### src/rtl/rr_arb_pkg.sv
// rr_arb_pkg: shared FSM state encodings and hold counter width for rr_arb_fsm
package rr_arb_pkg;
  localparam logic [1:0] IDLE  = 2'b00;
  localparam logic [1:0] GRANT = 2'b01;
  localparam logic [1:0] GAP   = 2'b10;
  localparam int CNT_W = 8;
endpackage

### src/rtl/sync_2ff.sv
// sync_2ff: 1-bit two-flop synchronizer, used by rr_arb_fsm only when RR_ARB_REQ_SYNC_EN is defined
module sync_2ff (
  input  logic clk,
  input  logic reset,
  input  logic d,
  output logic q
);
  logic m;
  // shift d through two flops, both cleared by reset
  always_ff @(posedge clk)
    if (reset) {m, q} <= 2'b00;
    else {m, q} <= {d, m};
endmodule

### src/rtl/rr_arb_fsm.sv
// rr_arb_fsm: round-robin Moore arbiter with hold limit; RR_ARB_REQ_SYNC_EN adds 2-ff request synchronizers
module rr_arb_fsm
  import rr_arb_pkg::*;
#(
  parameter int N_REQ    = 4,
  parameter int MAX_HOLD = 16
) (
  input  logic             clk,
  input  logic             reset,
  input  logic [N_REQ-1:0] req,
  output logic [N_REQ-1:0] gnt,
  output logic [2:0]       gnt_id,
  output logic             busy,
  output logic             timeout
);
  logic [N_REQ-1:0] req_s;
  logic [7:0]       req_p;
  logic [1:0]       state, state_n;
  logic [2:0]       owner, owner_n, last_winner, lw_n, pick;
  logic [CNT_W-1:0] hold_cnt, cnt_n;
  logic             to_n;
`ifdef RR_ARB_REQ_SYNC_EN
  for (genvar i = 0; i < N_REQ; i++) begin : g_sync
    sync_2ff u_sync (.clk(clk), .reset(reset), .d(req[i]), .q(req_s[i]));
  end
`else
  assign req_s = req;
`endif
  assign req_p  = 8'(req_s);
  assign busy   = state == GRANT;
  assign gnt    = busy ? N_REQ'(1) << owner : '0;
  assign gnt_id = busy ? owner : 3'd0;
  // state and datapath registers
  always_ff @(posedge clk)
    if (reset) begin
      state       <= IDLE;
      owner       <= 3'd0;
      last_winner <= 3'(N_REQ - 1);
      hold_cnt    <= '0;
      timeout     <= 1'b0;
    end else begin
      state       <= state_n;
      owner       <= owner_n;
      last_winner <= lw_n;
      hold_cnt    <= cnt_n;
      timeout     <= to_n;
    end
  // round-robin pick and next-state logic; descending loop leaves the nearest set bit after last_winner
  always_comb begin
    state_n = IDLE;
    owner_n = owner;
    lw_n    = last_winner;
    cnt_n   = hold_cnt;
    to_n    = 1'b0;
    pick    = 3'd0;
    for (int k = N_REQ; k >= 1; k--)
      if (req_p[3'((int'(last_winner) + k) % N_REQ)]) pick = 3'((int'(last_winner) + k) % N_REQ);
    case (state)
      IDLE: if (|req_s) begin
        state_n = GRANT;
        owner_n = pick;
        lw_n    = pick;
        cnt_n   = '0;
      end
      GRANT: begin
        cnt_n   = hold_cnt + 1'b1;
        state_n = !req_p[owner] || hold_cnt == CNT_W'(MAX_HOLD - 1) ? GAP : GRANT;
        to_n    = req_p[owner] && hold_cnt == CNT_W'(MAX_HOLD - 1);
      end
      default: state_n = IDLE;
    endcase
  end
endmodule

### config.mk
export PLATFORM = sky130hd
export DESIGN_NAME = rr_arb_fsm
export DESIGN_NICKNAME = d
export VERILOG_FILES = /design/src/rtl/rr_arb_pkg.sv /design/src/rtl/sync_2ff.sv /design/src/rtl/rr_arb_fsm.sv
export SDC_FILE = /design/constraint.sdc
export NUM_CORES = 1
export LEC_CHECK = 0
export ABC_AREA = 1
export BUFFER_PORTS_ARGS = -buffer_cell sky130_fd_sc_hd__buf_2
export CORE_ASPECT_RATIO = 0.8
export CORE_UTILIZATION = 40
export DETAILED_ROUTE_END_ITERATION = 7
export SYNTH_ARGS = -nofsm -noshare
export SYNTH_HDL_FRONTEND = slang
export SYNTH_SLANG_ARGS = --single-unit
export TNS_END_PERCENT = 30
### constraint.sdc
create_clock -name clk -period 2.2 [get_ports clk]
set_input_delay 0.44 -clock clk [delete_from_list [all_inputs] [get_ports clk]]
set_output_delay 0.44 -clock clk [all_outputs]
set_load 0.01 [all_outputs]
==> results.toml, run 1 <==
[status]
outcome = "finished, violations left"
violations = "design-rule violations"

[grt]
track_usage_pct = 18.0
grt_pass1_wl_um = 3600
antenna_found_initial = 0
grt_max_degree = 14
grt_pass1_vias = 802
overflow = 0

[finish]
multi_input_area_sq_um = 572
layout_common_cells = "nand2_1, nand3_1, dfxtp_1"
final-seq-area_sq_um = 300
final_common_cell = "nand2_1"
drive_above_1_share_pct = 20.4
area_growth_pct = 9.27
diodes = 0
final_cell_area_sq_um = 1060
n_fill_cell = 240
nets = 175

[logic_synthesis]
synthAdderAreaFrac_pct = 1.29
synth.distinct_cells = 28
yosys_warnings = 0
synth_seq_cells = 15
synth_top_family_by_area = "simple AND/OR/NAND/NOR gates"
synthMuxAreaShare_pct = 0
synthXorXnorAreaFrac_pct = 0
syn_inst = 155
syn-num-nets = 162
synth-simple-area-share_pct = 42.6
syn_area_sq_um = 972
synth_compound_area_share_pct = 14.5
syn_avg_cell_area_sq_um = 6.27
yosysSeqAreaShare_pct = 30.9

[floorplan]
start_util_pct = 43.5
die-area_sq_um = 2630
io-pin-count = 15
die_h_um = 46.1
row_count = 15
die_x_um = 57.1
core_area_sq_um = 2230

[clocking]
cts_resized = 0
clk_path_buf_depth = 2
cts_buffers = 3
clk_latency_ns = 0.28
cts_tree = "yes"
h-tree-depth = 1
clkSinkCount = 15
ctsHoldBuffers = 0
clkTransAtPathRegs_ns = 0.09
postCtsSetupBuffers = 0
clock-root-buffer = "clkbuf_4"

[detailed_routing]
initialDrtViolationCount = 55
drt.antenna.violating_nets = 0
vias = 993
drc = 8
wl_per_cell_um = 11.2
wirelength_um = 2160
via_per_inst = 5.17
dr.pass1.iters = 6

[worst_hold_path]
hp-class = "in2reg"

[sta]
finalSetupViolCount = 0
slew_violations = 0
period_share_pct = 82.9
rsz0062_at_grt = "false"
tns_ns = 0
fmax_ghz = 0.549
skew_ns = 0.00198
final.min_clock_period_ns = 1.82
finalHoldViolations = 0

[pwr]
total_power_w = 0.00120
leakage_nw = 0.490
power_density_nw_per_um2 = 1130
ir_drop_mv = 0.321

[setup_path]
critPathLaunchType = "flip-flop"
end_kind = "primary output"
cp_max_fo = 13
criticalPathCategory = "reg2out"
required_ns = 1.76
arrival_ns = 1.38

[flow_run]
maxCapViolCount = 0

[placed_design]
gp_congestion = 0.954
post_dp_cell_area_sq_um = 1040
dp_hpwl_um = 1680
io_buffer_count = 13
## final cells by class
cell class,instances,area share (%)
multi-input combinational,117,53.8
inverter,18,6.36
timing repair buffer,13,6.12
clock buffer,4,2.47
sequential,15,28.3
tap,25,2.94
## layer usage
layer | global-route usage (%) | routed length [um] | vias to the layer above | share of wire, %
met4 | 1.46 | 7 | 0 | 0.32
met1 | 24.7 | 1160 | 435 | 54
met5 | 0 | 0 | - | 0
met3 | 7.58 | 159 | 2 | 7.4
met2 | 27.3 | 834 | 26 | 39
li1 | - | - | 530 | -
## cell families after synthesis
family,after synthesis
AND/OR/NAND/NOR,91
AO/OA/AOI/OAI,24
buffers and inverters,23
flip-flops,15
adder cells (fa/ha/maj),1
other,1
## worst max-delay path, cell delays in order (launching register included)
cell and delay [ns]:
dfxtp_1 0.34, inv_1 0.06, nor2_4 0.22, inv_2 0.17, nor3_1 0.16, buf_2 0.16
## metrics by stage
step	utilization [%]	hold slack, ns	cells	setup slack (ns)
after floorplan	-	0.453	155	0.704
final	47.6	0.447	192	0.377
after CTS	47.6	0.447	192	0.370
after global placement	46.4	0.465	188	0.587
after global routing	47.6	0.450	192	0.229
after detailed placement	46.4	0.471	188	0.596
## synthesized netlist by cell type (all sizes together)
master,n,share of area [%]
clkbuf,1,0.39
dfxtp,15,31
nor3b,1,0.77
a211oi,1,0.77
nand3,18,9.8
nor3,5,2.6
nand4,1,0.64
o21ai,7,4.0
a221oi,1,0.90
o22ai,1,0.64
nor2,12,5.4
buf,4,3.0
inv,18,6.9
conb,1,0.39
o211ai,1,0.77
or2,1,0.64
nand2,53,23
a21oi,12,6.6
a32oi,1,0.90
ha,1,1.3
## where the power goes
part | switching, W | internal [W] | leakage [nW]
combinational | 0.000429 | 0.000221 | 0.352
sequential | 0.0000768 | 0.000320 | 0.122
clock | 0.0000834 | 0.0000703 | 0.0150
## path summary, 6_finish.rpt
check	to	slack (ns)	start	cells past startpoint
setup reg to reg	owner[0]	0.66	last_winner[0]	8
hold / removal	owner[0]	0.45	reset	2
setup / recovery	gnt[0]	0.38	state[0]	5
hold reg to reg	hold_cnt[7]	0.48	hold_cnt[7]	2
## sequential cells by signal (all words and copies together), names as in the netlist
| register | cells |
|---|---|
| timeout | 1 |
| owner | 2 |
| hold_cnt | 8 |
| last_winner | 2 |
| state | 2 |
(Power assumes the default switching activity.)
==> run 2: changes to the inputs <==
Clock period 2.2 ns to 1.7 ns, I/O delays scaled along.
==> results.toml, run 2 (synthesis gave the netlist of run 1 again) <==
[status]
outcome = "finished, violations left"
violations = "design-rule violations"

[setup_path]
end_kind = "primary output"
cp_top_family = "flip-flops"
rr_startpoint = "last_winner[0]"
cp_cell_sequence = "inv_1 -> nor2_4 -> inv_2 -> nor3_1 -> buf_2"
arrival_ns = 1.21
cp.buffers_inverters = 3
cpPeakStageDelay_ns = 0.34
required_ns = 1.36
criticalPathCategory = "reg2out"
cp_max_fo = 13
worst_path_max_delay_cell = "dfxtp_1"
crit_path_start = "state[0]"
critPathLaunchType = "flip-flop"

[pwr]
p_switching_w = 0.000776
p_int_w = 0.000810
comb_power_share_pct = 55.7
power.share.clock_pct = 12.7
ir_drop_mv = 0.562
leakage_nw = 0.502
power_density_nw_per_um2 = 1470
switching_share_pct = 48.9
total_power_w = 0.00159
pwr-share-seq_pct = 31.6

[clocking]
cts_tree = "yes"
clock-root-buffer = "clkbuf_4"
clkSinkCount = 15
ctsHoldBuffers = 0
postCtsSetupBuffers = 0
clkTransAtPathRegs_ns = 0.09
cts_resized = 0
clk_path_buf_depth = 2
cts_buffers = 3
h-tree-depth = 1
clk_latency_ns = 0.29

[sta]
period_share_pct = 90.9
fin_hold_ws_ns = 0.337
rsz0062_at_grt = "false"
finalSetupViolCount = 0
tns_ns = 0
fmax_ghz = 0.647
skew_ns = 0.00732
finalHoldViolations = 0
slew_violations = 0
final.min_clock_period_ns = 1.55

[detailed_routing]
wl_per_cell_um = 11.4
drt.antenna.violating_nets = 0
drc = 8
wirelength_um = 2200
dr.pass1.iters = 8
via_per_inst = 5.17
vias = 1003
initialDrtViolationCount = 46

[finish]
final_common_cell = "nand2_1"
nets = 177
diodes = 0
area_growth_pct = 10.9
final_cell_area_sq_um = 1080
layout_common_cells = "nand2_1, nand3_1, dfxtp_1"
max_flop_register = "hold_cnt"
drive_above_1_share_pct = 21.9
largest_reg_flops = 8

[placed_design]
io_buffer_count = 13
post_dp_cell_area_sq_um = 1050
dp_hpwl_um = 1700
gp_congestion = 0.932

[grt]
grt_pass1_vias = 822
antenna_found_initial = 0
grt_max_degree = 14
overflow = 0
track_usage_pct = 18.6
grt_pass1_wl_um = 3660

[floorplan]
core_area_sq_um = 2230
die_x_um = 57.1
row_count = 15
start_util_pct = 43.5
die_h_um = 46.1
io-pin-count = 15
die-area_sq_um = 2630

[flow_run]
maxCapViolCount = 0

[worst_hold_path]
hp-class = "in2reg"
min_from = "reset"
==> run 2: cell types whose count changed in the layout (fill, tap and decap cells not counted), sizes merged <==
cell / before / now
buf: 13 / 15
clkbuf: 4 / 3
clkinv: 0 / 1
==> run 2: per-layer routing <==
metal  track usage (%)  vias to the layer above  part of all wire [%]
li1                  -                      530                     -
met1              26.3                      447                    57
met2              28.0                       24                    37
met3              6.18                        2                   5.7
met4              2.93                        0                  0.27
met5                 0                        -                     0
==> run 2: final timing paths <==
check,endpoint,slack (ns),cells after the start
hold / removal,owner[0],0.34,2
setup / recovery,gnt[1],0.15,5
setup reg to reg,owner[0],0.25,11
hold reg to reg,hold_cnt[7],0.48,2
==> run 2: final cells by class <==
class	count	area [sq um]
sequential	15	300
clock inverter	1	5.00
tap	25	31.3
inverter	18	67.6
timing repair buffer	15	80.1
fill	234	1150
multi-input combinational	117	572
clock buffer	3	22.5
==> run 2: stage by stage <==
step                      setup WS (ns)  std cells  utilization [%]
final                             0.155        194             48.3
after global routing             0.0661        194             48.3
after CTS                         0.150        194             48.3
after detailed placement          0.199        190             47.1
after global placement            0.170        190             47.1
after floorplan                   0.304        155                -
==> run 2: power groups by stage <==
stage	sequential (W)	combinational, W	clock [W]
final	0.000502	0.000883	0.000201
after global routing	0.000516	0.000996	0.000222
after CTS	0.000502	0.000874	0.000208
after detailed placement	0.000509	0.000870	0
after global placement	0.000506	0.000873	0
after floorplan	0.000476	0.000724	0
